$ cat src/rtl/dl_pkg.sv
// Shared types and constants for the download sequencer: FSM states,
// ioctl index targets and mod_sel variant encodings.
package dl_pkg;

    typedef enum logic [1:0] {
        ST_WAIT,
        ST_LOAD,
        ST_HOLD,
        ST_RUN
    } state_t;

    localparam logic [7:0] IDX_ROM = 8'd0;
    localparam logic [7:0] IDX_MOD = 8'd1;
    localparam logic [7:0] IDX_DIP = 8'd254;

    typedef enum logic [1:0] {
        MOD_BAGMAN = 2'd0,
        MOD_SBAG   = 2'd1,
        MOD_PICK   = 2'd2,
        MOD_SQUA   = 2'd3
    } mod_t;

    // Unknown variant bytes fall back to the base game.
    function automatic logic [1:0] mod_map(input logic [7:0] b);
        return (b > 8'd3) ? 2'(MOD_BAGMAN) : b[1:0];
    endfunction

endpackage

$ cat src/rtl/dl_sequencer_if.sv
// ioctl download bus from the host side plus the ROM write port toward the core.
interface dl_sequencer_if;
    logic        ioctl_download;
    logic        ioctl_wr;
    logic [7:0]  ioctl_index;
    logic [24:0] ioctl_addr;
    logic [7:0]  ioctl_dout;
    logic        dn_wr;
    logic [16:0] dn_addr;
    logic [7:0]  dn_data;

    modport master (
        output ioctl_download, ioctl_wr, ioctl_index, ioctl_addr, ioctl_dout,
        input  dn_wr, dn_addr, dn_data
    );

    modport slave (
        input  ioctl_download, ioctl_wr, ioctl_index, ioctl_addr, ioctl_dout,
        output dn_wr, dn_addr, dn_data
    );
endinterface

$ cat src/rtl/dl_sequencer.sv
// Download sequencer: forwards ROM bytes to the core, validates the load size,
// holds the core in reset until a good image is in place, and latches mod/DIP bytes.
module dl_sequencer
    import dl_pkg::*;
#(
    parameter logic [16:0] ROM_BYTES   = 17'h0C000,
    parameter int          HOLD_CYCLES = 256,
    parameter logic [7:0]  DIP_DEFAULT = 8'h00
) (
    input  logic           clk_sys,
    input  logic           reset_n,
    dl_sequencer_if.slave  io,
    input  logic           ext_reset,
    output logic           core_reset,
    output logic [1:0]     mod_sel,
    output logic [7:0]     dipsw,
    output logic           rom_ok
);

    localparam int              TW        = (HOLD_CYCLES < 1) ? 1 : $clog2(HOLD_CYCLES + 1);
    localparam logic [TW-1:0]   HOLD_LOAD = TW'(HOLD_CYCLES);
    localparam logic [17:0]     ROM_CNT   = {1'b0, ROM_BYTES};

    state_t        state;
    logic          dl_q;
    logic [17:0]   cnt;
    logic          ovf;
    logic [TW-1:0] timer;
    logic [7:0]    shadow;

    logic          dl_rise, dl_fall, wr_ok, rom_wr, rom_hit, mod_hit, dip_hit;
    logic [17:0]   cnt_nxt;
    logic          ovf_nxt;
    logic [7:0]    shadow_nxt;

    // A strobe landing on the falling-edge cycle still belongs to the download.
    always_comb begin
        dl_rise    = io.ioctl_download & ~dl_q;
        dl_fall    = ~io.ioctl_download & dl_q;
        wr_ok      = io.ioctl_wr & (io.ioctl_download | dl_fall);
        rom_wr     = wr_ok & (state == ST_LOAD) & (io.ioctl_index == IDX_ROM);
        rom_hit    = rom_wr & (io.ioctl_addr < {8'd0, ROM_BYTES});
        mod_hit    = wr_ok & (io.ioctl_index == IDX_MOD) & (io.ioctl_addr == '0);
        dip_hit    = wr_ok & (io.ioctl_index == IDX_DIP) & (io.ioctl_addr == '0);
        cnt_nxt    = (rom_hit && cnt != '1) ? cnt + 18'd1 : cnt;
        ovf_nxt    = ovf | (rom_wr & ~rom_hit);
        shadow_nxt = mod_hit ? io.ioctl_dout : shadow;
    end

    // Edge register resets high so a download still active across reset never
    // looks like a fresh edge; the host must restart the download.
    always_ff @(posedge clk_sys or negedge reset_n) begin
        if (!reset_n) begin
            state      <= ST_WAIT;
            dl_q       <= 1'b1;
            cnt        <= '0;
            ovf        <= 1'b0;
            timer      <= '0;
            shadow     <= '0;
            core_reset <= 1'b1;
            io.dn_wr   <= 1'b0;
            io.dn_addr <= '0;
            io.dn_data <= '0;
            rom_ok     <= 1'b0;
            mod_sel    <= MOD_BAGMAN;
            dipsw      <= DIP_DEFAULT;
        end else begin
            dl_q     <= io.ioctl_download;
            io.dn_wr <= rom_hit;
            if (rom_hit) begin
                io.dn_addr <= io.ioctl_addr[16:0];
                io.dn_data <= io.ioctl_dout;
            end
            shadow <= shadow_nxt;
            if (dl_fall && io.ioctl_index == IDX_MOD) mod_sel <= mod_map(shadow_nxt);
            if (dip_hit) dipsw <= io.ioctl_dout;

            if (dl_rise && io.ioctl_index == IDX_ROM) begin
                state      <= ST_LOAD;
                cnt        <= '0;
                ovf        <= 1'b0;
                rom_ok     <= 1'b0;
                core_reset <= 1'b1;
            end else begin
                case (state)
                    ST_WAIT: core_reset <= 1'b1;
                    ST_LOAD: begin
                        cnt <= cnt_nxt;
                        ovf <= ovf_nxt;
                        if (dl_fall) begin
                            if (cnt_nxt == ROM_CNT && !ovf_nxt) begin
                                rom_ok <= 1'b1;
                                timer  <= HOLD_LOAD;
                                state  <= ST_HOLD;
                            end else begin
                                rom_ok <= 1'b0;
                                state  <= ST_WAIT;
                            end
                        end
                    end
                    ST_HOLD: begin
                        if (ext_reset) begin
                            timer <= HOLD_LOAD;
                        end else if (timer == '0) begin
                            state      <= ST_RUN;
                            core_reset <= 1'b0;
                        end else begin
                            timer <= timer - 1'b1;
                        end
                    end
                    ST_RUN:  core_reset <= ext_reset;
                    default: state <= ST_WAIT;
                endcase
            end
        end
    end

endmodule

$ cat src/flat_wrapper.sv
// flat-port wrapper written by rule: the top's interface ports become plain ports
module dl_sequencer_flat import dl_pkg::*;
#(
    parameter logic [16:0] ROM_BYTES   = 17'h0C000,
    parameter int          HOLD_CYCLES = 256,
    parameter logic [7:0]  DIP_DEFAULT = 8'h00
)
  (clk_sys, reset_n, ext_reset, core_reset, mod_sel, dipsw, rom_ok, io_ioctl_download, io_ioctl_wr, io_ioctl_index, io_ioctl_addr, io_ioctl_dout, io_dn_wr, io_dn_addr, io_dn_data);
  dl_sequencer_if io_i ();
  input  logic clk_sys;
  input  logic reset_n;
  input  logic ext_reset;
  output logic core_reset;
  output logic [1:0] mod_sel;
  output logic [7:0] dipsw;
  output logic rom_ok;
  input wire logic [$bits(io_i.ioctl_download)-1:0] io_ioctl_download;
  input wire logic [$bits(io_i.ioctl_wr)-1:0] io_ioctl_wr;
  input wire logic [$bits(io_i.ioctl_index)-1:0] io_ioctl_index;
  input wire logic [$bits(io_i.ioctl_addr)-1:0] io_ioctl_addr;
  input wire logic [$bits(io_i.ioctl_dout)-1:0] io_ioctl_dout;
  output wire logic [$bits(io_i.dn_wr)-1:0] io_dn_wr;
  output wire logic [$bits(io_i.dn_addr)-1:0] io_dn_addr;
  output wire logic [$bits(io_i.dn_data)-1:0] io_dn_data;
  assign io_i.ioctl_download = io_ioctl_download;
  assign io_i.ioctl_wr = io_ioctl_wr;
  assign io_i.ioctl_index = io_ioctl_index;
  assign io_i.ioctl_addr = io_ioctl_addr;
  assign io_i.ioctl_dout = io_ioctl_dout;
  assign io_dn_wr = io_i.dn_wr;
  assign io_dn_addr = io_i.dn_addr;
  assign io_dn_data = io_i.dn_data;
  dl_sequencer #(.ROM_BYTES(ROM_BYTES), .HOLD_CYCLES(HOLD_CYCLES), .DIP_DEFAULT(DIP_DEFAULT)) u_core (.clk_sys(clk_sys), .reset_n(reset_n), .io(io_i), .ext_reset(ext_reset), .core_reset(core_reset), .mod_sel(mod_sel), .dipsw(dipsw), .rom_ok(rom_ok));
endmodule
$ cat config.mk
export PLATFORM = sky130hd
export DESIGN_NAME = dl_sequencer_flat
export DESIGN_NICKNAME = d
export VERILOG_FILES = /design/src/rtl/dl_pkg.sv /design/src/rtl/dl_sequencer_if.sv /design/src/rtl/dl_sequencer.sv /design/src/flat_wrapper.sv
export SDC_FILE = /design/constraint.sdc
export NUM_CORES = 1
export LEC_CHECK = 0
export BUFFER_PORTS_ARGS = -buffer_cell sky130_fd_sc_hd__buf_2
export CAP_MARGIN = 0
export CORE_MARGIN = 5
export CORE_UTILIZATION = 50
export CTS_CLUSTER_SIZE = 14
export DETAILED_ROUTE_END_ITERATION = 7
export MAX_ROUTING_LAYER = met4
export PLACE_DENSITY_LB_ADDON = 0.3
export REMOVE_ABC_BUFFERS = 1
export SLEW_MARGIN = 20
export SYNTH_ARGS = -nofsm -noshare
export SYNTH_HDL_FRONTEND = slang
export SYNTH_SLANG_ARGS = --single-unit
$ cat constraint.sdc
create_clock -name clk_sys -period 2.8 [get_ports clk_sys]
set_input_delay 0.14 -clock clk_sys [delete_from_list [all_inputs] [get_ports clk_sys]]
set_output_delay 0.14 -clock clk_sys [all_outputs]
set_load 0.01 [all_outputs]
==> flow_summary.ini <==
[timing]
clock.fmax_mhz = 356
maxSlewHeadroom_pct = 35.1
hold_viol = 0
layout_min_cycle_time_ps = 2810
tightest_slew_ps = 974
slew_viol_final = 0
setup_violations = 1
period_share_pct = 100
clock_skew_ps = 11.0
setup_ws_ps = -10.3

[pwr]
max-vdd-ir-drop_v = 0.000440
comb_power_share_pct = 4.8
p_sw_share_pct = 25.3
pwr-share-seq_pct = 52.5
leakagePower_nw = 2.54
p_int_mw = 1.59
power.switching_mw = 0.537
powerDensity_mw_per_mm2 = 407
clock_power_share_pct = 42.6

[clock_network]
htreeDepth = 3
cts_tree = yes
cts-root-buf = clkbuf_8
clock_latency_ps = 360
cts_buffer_depth = 2
clk_pin_slew_ps = 100
numCtsBuffers = 9
cts_sinks = 77

[drt]
drt-pass1-iter-count = 7
wl_per_cell_um = 17.4
vias = 3552
drtAntennaViolNets = 0
via_per_inst = 5.88
drc = 0
finalWirelength_um = 10500
drt_iter0_drc = 270

[final_layout]
n_antenna_cell = 0
layout.nets = 542
fill_cells = 667
fin_util_pct = 64.5
multi_input_area_mm2 = 0.00220
final_common_cell = buf_2
ff_latch_area_mm2 = 0.00194
drive_above_1_share_pct = 43.7
final_cell_mix = buf_2 (82), dfrtp_1 (68), mux2_2 (40)
syn_to_final_growth_pct = 27.7
fin_area_mm2 = 0.00522

[place]
dpl_cell_area_mm2 = 0.00472
globalplace.congestion = 0.877
io_buffers = 83
hpwlAfterDp_um = 7080

[worst_setup_path]
path_class = reg -> reg
startpoint_type = flip-flop
worst-path-max-fanout = 6
worstPathArrival_ps = 3050
worstPathRequired_ps = 3040
end_kind = flip-flop

[logic_synthesis]
yosys_register_bits = 77
netlist_area_mm2 = 0.00409
async_reset_ff_share_pct = 100
synth_top_family_by_area = simple AND/OR/NAND/NOR gates
synth_xor_area_share_pct = 3.00
yosys.area_share.simple_pct = 23.9
synth_cell_types = 55
synth_adder_area_share_pct = 0.612
synth-seq-area-share_pct = 47.2
netlist_instances = 382
yosysWarnings = 0
synth_edf_count = 0
syn_area_per_cell_um2 = 10.7
synthFlopType = dfrtp_1
synth_compound_area_share_pct = 9.43
synth_mux_area_share_pct = 12.7

[hold_path]
hold_path_class = in -> reg

[global_routing]
grt_max_degree = 78
antenna_found_initial = 0
first_global_vias = 3447
gr-usage-all-layers_pct = 21.1
grt_pass1_wl_um = 16600
grt_overflow = 0

[floorplanning]
fp.dieH_um = 100
rows = 33
core_area_mm2 = 0.00809
start_util_pct = 50.5
die_area_mm2 = 0.0101
die_w_um = 100
num_io_pins = 84

[status]
violations = setup timing
status = complete, but fails checks

[flow_run]
maxCapViolCount = 0
==> registers in the layout (all words and copies together), names as in the netlist, 2 cells and up <==
register	count
u_core.io.dn_addr	17
u_core.timer	9
u_core.shadow	8
u_core.dipsw	8
u_core.state	2
u_core.cnt	18
u_core.mod_sel	2
u_core.io.dn_data	8
==> metal layers <==
layer	vias to the layer above	track usage (%)	share of wire (%)
met3	11	4.93	5.2
met4	0	4.46	0.89
met5	-	-	0
li1	1649	-	-
met2	126	33.5	50
met1	1766	27.9	44
==> path summary, 6_finish.rpt <==
| kind | endpoint | slack [ps] | cells after the start | startpoint |
|---|---|---|---|---|
| worst max-delay path | u_core.timer[4]$_DFFE_PN0P_ | -10 | 9 | u_core.cnt[2]$_DFFE_PN0P_ |
| worst min-delay path | u_core.io.dn_addr[9]$_DFFE_PN0P_ | 20 | 2 | io_ioctl_addr[9] |
| worst max register to register | u_core.timer[4]$_DFFE_PN0P_ | -10 | 9 | u_core.cnt[2]$_DFFE_PN0P_ |
| worst min register to register | u_core.io.dn_data[0]$_DFFE_PN0P_ | 510 | 1 | u_core.io.dn_data[0]$_DFFE_PN0P_ |
| max in group asynchronous | u_core.cnt[9]$_DFFE_PN0P_ | 1680 | 2 | reset_n |
| min in group asynchronous | u_core.timer[3]$_DFFE_PN0P_ | 440 | 2 | reset_n |
==> critical path, stage by stage, from the launching register on <==
cell and delay, ps:
dfrtp_1 470, nand3_1 180, nor4_2 520, o2111ai_4 220
mux2i_1 180, a221o_1 310, nor4_4 320, buf_4 210
nor4b_4 200, nor2_1 80
==> per-stage QoR <==
| step | hold slack [ps] | setup TNS, ps | power [mW] | instances | setup WS (ps) |
|---|---|---|---|---|---|
| 3_3_place_gp | 282 | 0 | 1.23 | 575 | 29.2 |
| 2_1_floorplan | -156 | -1170 | 1.16 | 361 | -244 |
| 3_5_place_dp | 283 | -114 | 1.24 | 575 | -49.8 |
| 4_1_cts | 7.47 | 0 | 2.15 | 593 | 19.0 |
| 5_1_grt | 11.6 | -232 | 2.21 | 604 | -69.1 |
| 6_report | 16.1 | -10.3 | 2.12 | 604 | -10.3 |
==> kinds of logic after synthesis <==
logic type | after synthesis
buffers and inverters | 26
AND/OR/NAND/NOR | 159
adder cells (fa/ha/maj) | 2
multiplexers | 47
AO/OA/AOI/OAI | 57
flip-flops | 77
XOR/XNOR | 14
==> power by group through the flow <==
| stage | clock network, mW | registers (mW) | logic (mW) |
|---|---|---|---|
| global placement | 0 | 1.14 | 0.0966 |
| CTS | 0.929 | 1.12 | 0.103 |
| floorplan | 0 | 1.14 | 0.0194 |
| global route | 0.981 | 1.12 | 0.115 |
| detailed placement | 0 | 1.14 | 0.0990 |
| finish | 0.906 | 1.12 | 0.102 |
==> synth_stat cells (5+ instances only) <==
library cell | number | area, um2
dfrtp_1 | 75 | 1880
a21oi_1 | 10 | 50.1
buf_2 | 5 | 25.0
nand3_1 | 16 | 80.1
buf_4 | 6 | 45.0
nand2b_1 | 5 | 31.3
mux2_2 | 40 | 450
xor2_1 | 8 | 70.1
mux2i_1 | 7 | 70.1
nor3_1 | 10 | 50.1
and4_1 | 8 | 70.1
or3_1 | 6 | 37.5
nand2_1 | 24 | 90.1
clkbuf_1 | 10 | 37.5
xnor2_1 | 6 | 52.6
nor4_1 | 12 | 75.1
o21ai_0 | 19 | 95.1
nand4_1 | 9 | 56.3
inv_1 | 5 | 18.8
nor2_1 | 32 | 120
==> final cells by class <==
type / instances / area share, %
Inverter: 5 / 0.360
Sequential cell: 77 / 37.1
Clock buffer: 9 / 2.37
Clock inverter: 7 / 1.75
Timing Repair Buffer: 122 / 13.8
Multi-Input combinational cell: 279 / 42.1
Tap cell: 105 / 2.52
==> timing repair <==
item                                    in CTS  in global routing
cloned                                       0                  1
gates resized for setup                      3                 34
hold endpoints to repair                    76                  0
pin swaps                                    0                 11
buffers inserted                             0                 10
endpoints found under the setup margin       2                 13
hold buffers                                 2                  0
No activity file was read; power rests on OpenSTA's default activity.
